--- config.mk ---
export PLATFORM = sky130hd
export DESIGN_NAME = neuron_accumulator
export DESIGN_NICKNAME = d
export VERILOG_FILES = /design/src/rtl/neuron_accumulator_pkg.sv /design/src/rtl/relu_saturate.sv /design/src/rtl/neuron_accumulator.sv
export SDC_FILE = /design/constraint.sdc
export NUM_CORES = 1
export LEC_CHECK = 0
export ABC_AREA = 1
export ABC_CLOCK_PERIOD_IN_PS = 2900
export CORE_ASPECT_RATIO = 2
export CORE_MARGIN = 4
export CORE_UTILIZATION = 40
export CTS_BUF_LIST = sky130_fd_sc_hd__clkbuf_4 sky130_fd_sc_hd__clkbuf_8 sky130_fd_sc_hd__clkbuf_16
export DETAILED_ROUTE_END_ITERATION = 8
export PLACE_DENSITY_LB_ADDON = 0.12
export SYNTH_ARGS = -nofsm -noshare
export SYNTH_HDL_FRONTEND = slang
export SYNTH_SLANG_ARGS = --single-unit
--- constraint.sdc ---
create_clock -name clk -period 2.9 [get_ports clk]
set_input_delay 0.58 -clock clk [delete_from_list [all_inputs] [get_ports clk]]
set_output_delay 0.58 -clock clk [all_outputs]
set_load 0.005 [all_outputs]
--- src/rtl/neuron_accumulator_pkg.sv ---
// neuron_accumulator_pkg: FSM states and saturating-add sizing shared by the neuron stages.
package neuron_accumulator_pkg;
    typedef enum logic [1:0] {ACCUM, BIAS, OUTPUT} state_t;
    // One guard bit above the accumulator width is enough to detect overflow of a two-operand add.
    localparam int SAT_GUARD_BITS = 1;
endpackage

--- src/rtl/relu_saturate.sv ---
// relu_saturate: ReLU, fixed-point scale-down and unsigned saturation of the accumulator.
module relu_saturate #(
    parameter int ACC_WIDTH  = 32,
    parameter int OUT_WIDTH  = 8,
    parameter int FRAC_SHIFT = 7
) (
    input  logic signed [ACC_WIDTH-1:0] acc,
    output logic        [OUT_WIDTH-1:0] out_data
);
    logic signed [ACC_WIDTH-1:0] shifted;
    always_comb begin
        shifted  = acc >>> FRAC_SHIFT;
        out_data = acc[ACC_WIDTH-1] ? '0 :
                   |shifted[ACC_WIDTH-1:OUT_WIDTH] ? '1 : shifted[OUT_WIDTH-1:0];
    end
endmodule

--- src/rtl/neuron_accumulator.sv ---
// neuron_accumulator: saturating multiply-accumulate tail of a neuron with bias add and ReLU output.
module neuron_accumulator
    import neuron_accumulator_pkg::*;
#(
    parameter int PROD_WIDTH = 16,
    parameter int ACC_WIDTH  = 32,
    parameter int OUT_WIDTH  = 8,
    parameter int NUM_INPUTS = 784,
    parameter int FRAC_SHIFT = 7
) (
    input  logic                         clk,
    input  logic                         rst,
    input  logic signed [ACC_WIDTH-1:0]  bias,
    input  logic                         in_valid,
    output logic                         in_ready,
    input  logic signed [PROD_WIDTH-1:0] product,
    output logic                         out_valid,
    input  logic                         out_ready,
    output logic        [OUT_WIDTH-1:0]  out_data,
    output logic                         out_ovf
);
    localparam int CW = NUM_INPUTS > 1 ? $clog2(NUM_INPUTS) : 1;
    localparam int SW = ACC_WIDTH + SAT_GUARD_BITS;

    state_t                      state, state_nx;
    logic signed [ACC_WIDTH-1:0] acc, addend, acc_sat;
    logic signed [SW-1:0]        sum;
    logic        [CW-1:0]        count;
    logic                        ovf, sat, take, last, out_fire;
    logic        [OUT_WIDTH-1:0] act;

    relu_saturate #(
        .ACC_WIDTH (ACC_WIDTH),
        .OUT_WIDTH (OUT_WIDTH),
        .FRAC_SHIFT(FRAC_SHIFT)
    ) u_relu (
        .acc     (acc),
        .out_data(act)
    );

    // The one adder serves both product accumulation and the bias cycle.
    always_comb begin
        in_ready  = !rst && state == ACCUM;
        out_valid = !rst && state == OUTPUT;
        take      = in_valid && in_ready;
        last      = take && count == CW'(NUM_INPUTS - 1);
        out_fire  = out_valid && out_ready;
        addend    = state == BIAS ? bias : {{(ACC_WIDTH-PROD_WIDTH){product[PROD_WIDTH-1]}}, product};
        sum       = SW'(acc) + SW'(addend);
        sat       = sum[SW-1] != sum[ACC_WIDTH-1];
        acc_sat   = sat ? {sum[SW-1], {(ACC_WIDTH-1){~sum[SW-1]}}} : sum[ACC_WIDTH-1:0];
        state_nx  = state == ACCUM ? (last ? BIAS : ACCUM) :
                    state == BIAS  ? OUTPUT : (out_fire ? ACCUM : OUTPUT);
        out_data  = out_valid ? act : '0;
        out_ovf   = out_valid && ovf;
    end

    always_ff @(posedge clk) begin
        if (rst) begin
            state <= ACCUM;
            acc   <= '0;
            count <= '0;
            ovf   <= 1'b0;
        end else begin
            state <= state_nx;
            if (out_fire) begin
                acc <= '0;
                ovf <= 1'b0;
            end else if (take || state == BIAS) begin
                acc <= acc_sat;
                ovf <= ovf | sat;
            end
            if (take) count <= last ? '0 : count + 1'b1;
        end
    end
endmodule

==> results.cfg, run 1 <==
[cts]
clk_latency_ps = 300
cts-htree-levels = 2
clk_root_buffer_cell = clkbuf_16
cts_buffers = 5
clk_path_buf_depth = 2
cts.sinks = 45
ctsHoldBuffers = 0
cts_tree = yes
clk_pin_slew_ps = 70

[floorplanning]
die_height_um = 157
initial_core_util_pct = 40.9
rows = 54
core_mm2 = 0.0109
io_pins = 63
die_w_um = 82.6
die_area_mm2 = 0.0130

[detailed_routing]
ant_nets = 0
drt_pass1_iterations = 6
routed_via_density = 5.34
wirelength_um = 19300
vias = 5712
wl_per_cell_um = 18.1
drc = 0
drt-initial-drc-count = 328

[place]
dp.final_hpwl_um = 13400
place_inst = 1037
place_congestion = 0.956
port_buffers = 62

[timing]
fmax_mhz = 342
slew-limit-headroom_pct = 71.9
worstMarginPinSlew_ps = 421
holdWs_ps = 469
finalSetupTns_ps = -108
finalSetupViolCount = 11
fin_ws_ps = -19.8
fin_crit_ps = 2920
rsz0062_at_grt = true
hold_violations = 0
post-route-period-util_pct = 101
fin_skew_ps = 5.44
slew_violations = 0

[grt]
grt_max_degree = 33
grt_overflow_total = 0
grt_util_all_layers_pct = 28.9
antenna_found_initial = 0
grt_pass1_wl_um = 28200
grt_pass1_vias = 5870

[critical_path]
r2r_end = acc[6]
r2r_start = state[1]
crit_required_ps = 3090
path_max_fanout = 17
setup.worst_path.start_class = register
r2r_setup_slack_ps = -20
critPathArrivalTime_ps = 3110
criticalPathCategory = register to register
rr_worst_depth = 20
cp-end-kind = register

[power]
comb_power_share_pct = 50.1
p_int_uw = 1880
powerDensity_mw_per_mm2 = 386
p_switching_uw = 1080
ir_worst_vdd_uv = 356
p_clk_share_pct = 25.8
total_power_uw = 2960
power_frac_seq_pct = 24.1
power_leakage_uw = 0.00377
switching_share_pct = 36.5

[synth]
synth.yosys.seq_area_share_pct = 20.2
avgSynthCellArea_um2 = 6.26
synth_top_cell_by_area = dfxtp_1
synth.most_common_cell = nand2_1
synthTopCellsByCount = 200 x nand2_1, 103 x inv_1, 63 x o21ai_0
async_flop_share_pct = 0
syn_area_mm2 = 0.00445
synth_seq_cells = 45
netlist.area_leader.share_pct = 20.2
synth.distinct_cells = 38
synth_ff_type = dfxtp_1
syn_inst = 711
synth-edff-count = 0
syn_nets = 797
ys_top_cells_by_area = dfxtp_1 20%, nand2_1 17%, ha_1 9.3%
synth_warnings = 0

[layout]
syn2layout_area_growth_pct = 71.9
drive_above_1_share_pct = 39.1
fin_nets = 1015
layout.cells.non_filler = 1070
postLayoutCoreUtil_pct = 70.4
antennaDiodeCount = 0

[worst_hold_path]
holdCritPathClass = register to register
whs_path_depth = 2
hold_start = count[9]
hold_end = count[9]

[outcome]
violations = setup timing
outcome = finished with violations

[flow_run]
drv_cap = 0
worst max-delay path by stage:
stage	slack (ps)	end	start	cells after the start
after detailed placement	-500	acc[27]	product[15]	19
after CTS	-10	acc[1]	state[1]	20
after floorplan	50	acc[22]	state[1]	19
after global routing	-120	acc[7]	state[1]	20
after global placement	-470	acc[29]	product[15]	18
final	-20	acc[6]	state[1]	20
power by group through the flow:
stage          clock network [µW]  registers [µW]  logic (µW)
4_1_cts                       764             710        1290
3_3_place_gp                    0             708        1120
3_5_place_dp                    0             709        1130
6_report                      762             714        1480
5_1_grt                       789             718        1590
2_1_floorplan                   0             694         610
routing by layer:
| layer | share of wire (%) | GRT usage, % | wire (µm) | vias to the layer above |
|---|---|---|---|---|
| li1 | - | - | - | 2742 |
| met1 | 32 | 26.1 | 6160 | 2634 |
| met2 | 53 | 52.2 | 10200 | 233 |
| met3 | 4.8 | 4.24 | 919 | 103 |
| met4 | 10 | 26.4 | 2020 | 0 |
| met5 | 0 | 0 | 0 | - |
flip-flops by register name, summed over array words and instances, names as in the netlist:
register and cells:
acc 32, count 10, state 2, ovf 1
stage by stage:
step	cell area, µm²	setup slack (ps)
6_report	7660	-19.8
3_5_place_dp	6240	-504
2_1_floorplan	4460	49.1
3_3_place_gp	6240	-465
5_1_grt	7660	-115
4_1_cts	7080	-10.4
cell type report:
type,instances,area [µm²]
clock buffers,5,125
clock inverters,3,65.1
fillers,899,3220
inverters,104,393
multi-input cells,546,3950
flip-flops and latches,45,911
well taps,140,175
repair buffers,227,2040
worst max-delay path, cell delays in order (launching register included):
cell      delay (ps)
dfxtp_2          350
inv_4             50
nand2_8          120
buf_6            130
nand2_8           80
buf_16           160
o21ai_0          100
inv_1            120
ha_4             240
nand2_4           70
a21oi_1           40
nor2_1           190
nand2_1           90
a21oi_2          140
buf_6            170
nand2_4           70
nand2_4           70
nand2_4           60
a21boi_4         250
buf_12           200
a21oi_1           80
cells in the final DEF (no fill, tap or decap), types with 15 or more instances in the layout:
cell             instances
nand2_4                 18
xor2_1                  15
clkdlybuf4s50_1         53
nand2_1                155
dfxtp_1                 41
nand2_2                 36
ha_4                    30
buf_4                  146
o21ai_0                 40
nor2_1                  49
nand3_1                 26
a21oi_2                 31
inv_1                   93
a21oi_1                 32
cells by family (layout without fill, tap and decap cells):
family | count (synthesis) | after routing | share of synthesized area (%)
and+or+nand+nor | 326 | 326 | 30.5
AOI/OAI and AO/OA | 149 | 149 | 19.9
buffers and inverters | 120 | 339 | 11.5
DFF | 45 | 45 | 20.2
adders and majority gates | 34 | 34 | 9.72
xor gates and xnor gates | 22 | 22 | 4.33
muxes | 15 | 15 | 3.79
what timing repair did:
action,CTS,global route
resized for setup,106,132
setup buffers,10,12
pin swaps,9,23
cloned,4,2
endpoints found under the setup margin,40,37
No activity file was read; power rests on OpenSTA's default activity.
==> run 2, diff against run 1 <==
--- a/config.mk
+++ b/config.mk
@@ -8,7 +8,7 @@
 export ABC_AREA = 1
 export ABC_CLOCK_PERIOD_IN_PS = 2900
 export CORE_ASPECT_RATIO = 2
-export CORE_MARGIN = 4
+export CORE_MARGIN = 1
 export CORE_UTILIZATION = 40
 export CTS_BUF_LIST = sky130_fd_sc_hd__clkbuf_4 sky130_fd_sc_hd__clkbuf_8 sky130_fd_sc_hd__clkbuf_16
 export DETAILED_ROUTE_END_ITERATION = 8
==> run 2 against run 1 <==
  * The flow still finishes with violations (setup timing)
  * Non-clock buffer count is 17 higher
  * Global-route usage rose by 3.9 points
  * Routed wire length fell by 3.7%
  * Combinational power grew 3%
  * Count of clock-buffer cells in the layout unchanged
  * Cell count rose by 1.6%
  * Sequential share of layout area down 0.056 points
  * First-iteration DRC count is 26% lower
  * Sequential power hardly changed
==> results.cfg, run 2 (synthesis results as in run 1) <==
[floorplanning]
die_w_um = 76.6
rows = 54
die_area_mm2 = 0.0116
die_height_um = 151
io_pins = 63
core_mm2 = 0.0109
initial_core_util_pct = 40.9

[timing]
finalSetupViolCount = 13
post-route-period-util_pct = 101
hold_violations = 0
fmax_mhz = 341
worstMarginPinSlew_ps = 418
slew_violations = 0
fin_ws_ps = -34.9
fin_crit_ps = 2930
rsz0062_at_grt = true
fin_skew_ps = 6.35
slew-limit-headroom_pct = 71.9

[place]
place_inst = 1044
dp.final_hpwl_um = 13200
placed_area_mm2 = 0.00631
place_congestion = 0.929
dpl_worst_slack_ps = -489
port_buffers = 62

[critical_path]
cpMostUsedCell = nand2_2
path_max_fanout = 6
r2r_end = acc[7]
critPathArrivalTime_ps = 3120
crit_required_ps = 3090
setup.worst_path.start_class = register
crit_buf_inv = 5
r2r_start = state[1]
criticalPathCategory = register to register
r2r_setup_slack_ps = -30
crit_path_top_delay_cell = dfxtp_2
cp_slowest_stage_delay_ps = 350
path_cells = inv_4 -> nand2_8 -> bufbuf_16 -> mux2_4 -> ha_4 -> a21oi_2 -> buf_4 -> nand2_2 -> a21oi_2 -> nand2_2 -> nand2_2 -> nand2_2 -> nand2_2 -> nand2_4 -> a21boi_4 -> buf_6 -> buf_12 -> a21oi_1
critPathTopFamily = buffers and inverters
rr_worst_depth = 18
cp-end-kind = register

[grt]
grt_overflow_total = 0
grt_pass1_vias = 5873
grt_max_degree = 33
grt_util_all_layers_pct = 32.7
grt_pass1_wl_um = 28700
antenna_found_initial = 0

[layout]
layout_commonest_cell = nand2_1
syn2layout_area_growth_pct = 72.3
top_register = acc
largest_register_ffs = 32
antennaDiodeCount = 0
fin_area_mm2 = 0.00767
largestRegisters = acc: 32 flops, count: 10 flops, state: 2 flops
drive_above_1_share_pct = 38.6
fin_nets = 1032
layout.cells.non_filler = 1087
postLayoutCoreUtil_pct = 70.5
mostFrequentLayoutCells = 161 x nand2_1, 157 x buf_4, 99 x inv_1, 52 x clkdlybuf4s50_1, 48 x o21ai_0

[detailed_routing]
drc = 0
drt-initial-drc-count = 244
drt_pass1_iterations = 4
routed_via_density = 5.24
wl_per_cell_um = 17.1
wirelength_um = 18600
ant_nets = 0
vias = 5697

[cts]
clk_root_buffer_cell = clkbuf_16
cts-htree-levels = 2
cts_tree = yes
ctsHoldBuffers = 0
cts.sinks = 45
clk_path_buf_depth = 2
clk_pin_slew_ps = 70
clk_latency_ps = 300
cts_buffers = 5

[worst_hold_path]
whs_path_depth = 2
hold_end = count[9]
holdCritPathClass = register to register
hold_start = count[9]

[flow_run]
drv_cap = 0

[power]
ir_worst_vdd_uv = 257
powerDensity_mw_per_mm2 = 369
power_leakage_uw = 0.00384
total_power_uw = 2830

[outcome]
outcome = finished with violations
violations = setup timing
run 2: cell count changes in the layout (fill, tap and decap cells not counted), moves of 5 or more:
cell / before / now
inv_1: 93 / 99
nand2_2: 36 / 42
o21ai_0: 40 / 48
nand2_4: 18 / 6
buf_12: 4 / 10
nand2_1: 155 / 161
o21ai_1: 12 / 7
buf_4: 146 / 157
inv_2: 10 / 4
run 2: tightest hold or removal path: cells and delay by family (launching register included):
family          cells  cell delay, ps
flops               1             310
simple gates        1              60
compound gates      1              50
run 2: cell type report:
class,count,area (µm²)
Clock buffer,5,125
Clock inverter,3,22.5
Fill cell,877,3200
Inverter,104,393
Multi-Input combinational cell,546,3760
Sequential cell,45,908
Tap cell,140,175
Timing Repair Buffer,244,2290
run 2: per-stage QoR:
stage / setup TNS, ps / hold slack [ps]
6_report: -284 / 465
5_1_grt: -4350 / 487
4_1_cts: 0 / 469
3_5_place_dp: -15550 / 458
3_3_place_gp: -15080 / 447
2_1_floorplan: 0 / 435
run 2: how the worst max path moves through the flow:
stage | slack, ps | cells after the start | start | end
after detailed placement | -490 | 19 | product[15] | acc[6]
after CTS | 1 | 8 | acc[29] | out_data[3]
after global placement | -470 | 19 | product[15] | acc[4]
after floorplan | 50 | 19 | state[1] | acc[22]
after global routing | -170 | 21 | state[1] | ovf
final | -30 | 18 | state[1] | acc[7]
run 2: repair_timing:
item / in CTS / in global routing
gates cloned: 8 / 0
setup buffers: 20 / 9
pin swaps: 11 / 23
endpoints found under the setup margin: 40 / 37
gates resized for setup: 137 / 52
run 2: report_power, final:
part           total (µW)  leakage [µW]  internal [µW]  switching (µW)
sequential            711      0.000371            659            52.4
clock                 600     0.0000738            322             278
combinational        1520       0.00340            777             746
run 2: per-layer routing:
layer	GRT usage, %	routed length (µm)
met1	27.8	6090
met3	3.86	526
met2	64.8	10300
met5	0	0
met4	30.3	1730
==> run 3, diff against run 2 <==
--- a/config.mk
+++ b/config.mk
@@ -5,14 +5,16 @@
 export SDC_FILE = /design/constraint.sdc
 export NUM_CORES = 1
 export LEC_CHECK = 0
-export ABC_AREA = 1
 export ABC_CLOCK_PERIOD_IN_PS = 2900
+export CELL_PAD_IN_SITES_DETAIL_PLACEMENT = 1
+export CELL_PAD_IN_SITES_GLOBAL_PLACEMENT = 1
 export CORE_ASPECT_RATIO = 2
 export CORE_MARGIN = 1
-export CORE_UTILIZATION = 40
+export CORE_UTILIZATION = 38
 export CTS_BUF_LIST = sky130_fd_sc_hd__clkbuf_4 sky130_fd_sc_hd__clkbuf_8 sky130_fd_sc_hd__clkbuf_16
 export DETAILED_ROUTE_END_ITERATION = 8
 export PLACE_DENSITY_LB_ADDON = 0.12
+export SETUP_SLACK_MARGIN = 0.02
 export SYNTH_ARGS = -nofsm -noshare
 export SYNTH_HDL_FRONTEND = slang
 export SYNTH_SLANG_ARGS = --single-unit
==> run 3 against run 2 <==
  * Utilization shrank 7.0 points
  * Routed wire length grew 3.1%
  * Register-to-register slack lost 770 ps
  * Cell area shrank 9.4%
  * The flow still finishes with violations (setup timing)
  * Power grew 4.0%
  * First-iteration DRC count shrank 22%
  * Sequential share of layout area grew 1.3 points
==> results.cfg, run 3 <==
[outcome]
outcome = finished with violations
violations = setup timing

[synth]
synth_warnings = 0
async_flop_share_pct = 0
synth.most_common_cell = a21oi_1
syn_inst = 521
synth_seq_cells = 45
ys_top_cells_by_area = dfxtp_1 21%, ha_1 9.6%, a21oi_1 7.2%
synth_top_cell_by_area = dfxtp_1
syn_nets = 607
synth.distinct_cells = 64
synth-edff-count = 0
synth_ff_type = dfxtp_1
netlist.area_leader.share_pct = 21.0
avgSynthCellArea_um2 = 8.24
synth.yosys.seq_area_share_pct = 21.0
synthTopCellsByCount = 62 x a21oi_1, 45 x dfxtp_1, 40 x o21ai_0
syn_area_mm2 = 0.00429

[power]
power_leakage_uw = 0.00300
comb_power_share_pct = 53.9
power_frac_seq_pct = 24.5
ir_worst_vdd_uv = 289
p_switching_uw = 1130
switching_share_pct = 38.4
total_power_uw = 2950
p_clk_share_pct = 21.6
p_int_uw = 1810
powerDensity_mw_per_mm2 = 424

[cts]
clk_pin_slew_ps = 80
cts_buffers = 5
clk_path_buf_depth = 2
cts.sinks = 45
ctsHoldBuffers = 0
cts_tree = yes
clk_root_buffer_cell = clkbuf_16
clk_latency_ps = 310
cts-htree-levels = 2

[grt]
grt_pass1_wl_um = 28800
grt_util_all_layers_pct = 31.3
met2_usage_pct = 62.9
antenna_found_initial = 0
grt_max_degree = 41
grtUsageMet3_pct = 2.81
grt_pass1_vias = 5772
grt_busiest_layer = met2
grt_overflow_total = 0
grtUsageMet1_pct = 28.1

[critical_path]
crit_buf_inv = 5
critPathArrivalTime_ps = 3930
path_max_fanout = 12
criticalPathCategory = register to register
rr_worst_depth = 17
setup.worst_path.start_class = register
cp_slowest_stage_delay_ps = 400
crit_required_ps = 3130
r2r_setup_slack_ps = -810
path_cells = inv_2 -> nor2_4 -> buf_4 -> buf_4 -> buf_6 -> a21o_1 -> ha_4 -> a21o_1 -> a31oi_4 -> o221ai_2 -> a21o_1 -> a2111oi_4 -> o31ai_4 -> xnor2_4 -> buf_12 -> maj3_1 -> a21oi_1
cpMostUsedCell = a21o_1
cp-end-kind = register
critPathTopFamily = compound AO/OA/AOI/OAI gates
crit_path_top_delay_cell = a2111oi_4
cp.depth = 17

[floorplanning]
io_pins = 63
die_area_mm2 = 0.0118
die_w_um = 77.2
core_mm2 = 0.0109
die_height_um = 152
initial_core_util_pct = 39.2
rows = 54

[layout]
fin_nets = 796
syn2layout_area_growth_pct = 62.0
largestRegisters = acc: 32 flops, count: 10 flops, state: 2 flops
antennaDiodeCount = 0
top_register = acc
mostFrequentLayoutCells = 135 x buf_4, 54 x clkdlybuf4s50_1, 40 x dfxtp_1, 36 x a21o_1, 34 x a21oi_1
largest_register_ffs = 32
layout_commonest_cell = buf_4
drive_above_1_share_pct = 43.3
layout.cells.non_filler = 851

[detailed_routing]
ant_nets = 0
drt_pass1_iterations = 4
wirelength_um = 19200
drc = 0
vias = 4966
drt-initial-drc-count = 191
wl_per_cell_um = 22.5
routed_via_density = 5.84

[place]
place_congestion = 0.908
dp.final_hpwl_um = 12700
dpl_worst_slack_ps = -1270
port_buffers = 62
place_inst = 821

[timing]
fmax_mhz = 270
rsz0062_at_grt = true
fin_crit_ps = 3710
finalSetupViolCount = 33
fin_ws_ps = -807
hold_violations = 0
slew-limit-headroom_pct = 67.2
fin_skew_ps = 6.52
holdWs_ps = 475
post-route-period-util_pct = 128
slew_violations = 0
worstMarginPinSlew_ps = 492

[flow_run]
drv_cap = 0

[worst_hold_path]
holdCritPathClass = register to register
whs_path_depth = 2
run 3: cell types whose count changed after synthesis, moves of 14 or more:
cell	delta
nand3_1	-20
inv_1	-94
nor2_1	-20
o21ai_0	-23
nand2_1	-172
a21oi_1	+14
a21o_1	+34
maj3_2	+25
a21oi_2	-21
run 3: cell type report:
class | instances | area (µm²)
clock buffer | 5 | 125
clock inverter | 3 | 25.0
fill | 1265 | 3990
inverter | 9 | 33.8
multi-input combinational | 434 | 3760
sequential | 45 | 912
tap | 140 | 175
timing repair buffer | 215 | 1930
run 3: path summary, 6_finish.rpt:
check        startpoint  endpoint
min                 ovf       ovf
min reg2reg         ovf       ovf
max reg2reg    state[0]    acc[2]
max            state[0]    acc[2]
run 3: cell families (layout without fill, tap and decap cells):
family                   after synthesis  count (layout)  synth area share [%]
buffers and inverters                 42             232                  4.98
AND/OR/NAND/NOR                      127             127                  14.5
flip-flops                            45              45                  21.0
adder cells (fa/ha/maj)               60              60                  16.9
XOR/XNOR                              36              36                  7.78
AO/OA/AOI/OAI                        195             195                  30.7
multiplexers                          16              16                  4.17
run 3: what timing repair did:
item | 4_1_cts | 5_1_grt
gates cloned | 3 | 1
buffers inserted | 16 | 5
resized for setup | 98 | 31
pin swaps | 22 | 26
setup endpoints to repair | 41 | 38
hold endpoints to repair | 0 | 0
run 3: metal layers:
layer / vias to the layer above / wire length, µm
met4: 0 / 1190
met5: - / 0
met2: 163 / 11000
li1: 2287 / -
met3: 79 / 534
met1: 2437 / 6420
run 3: power by group through the flow:
stage	clock network, µW	logic [µW]	registers (µW)
6_report	637	1590	721
5_1_grt	663	1680	726
4_1_cts	633	1450	714
3_5_place_dp	0	1250	717
3_3_place_gp	0	1210	716
2_1_floorplan	0	760	699
run 3: through the flow:
step	setup TNS [ps]	utilization (%)	instance area, µm²
6_report	-22200	63.5	6960
3_5_place_dp	-39850	54.7	5990
4_1_cts	-18430	61.9	6780
2_1_floorplan	-15120	-	4380
3_3_place_gp	-36190	54.7	5990
5_1_grt	-26060	63.5	6960
run 3: tightest hold or removal path, cell delays in order, from the launching register on:
cell     delay [ps]
dfxtp_1         330
a32oi_1          60
nand2_1          60
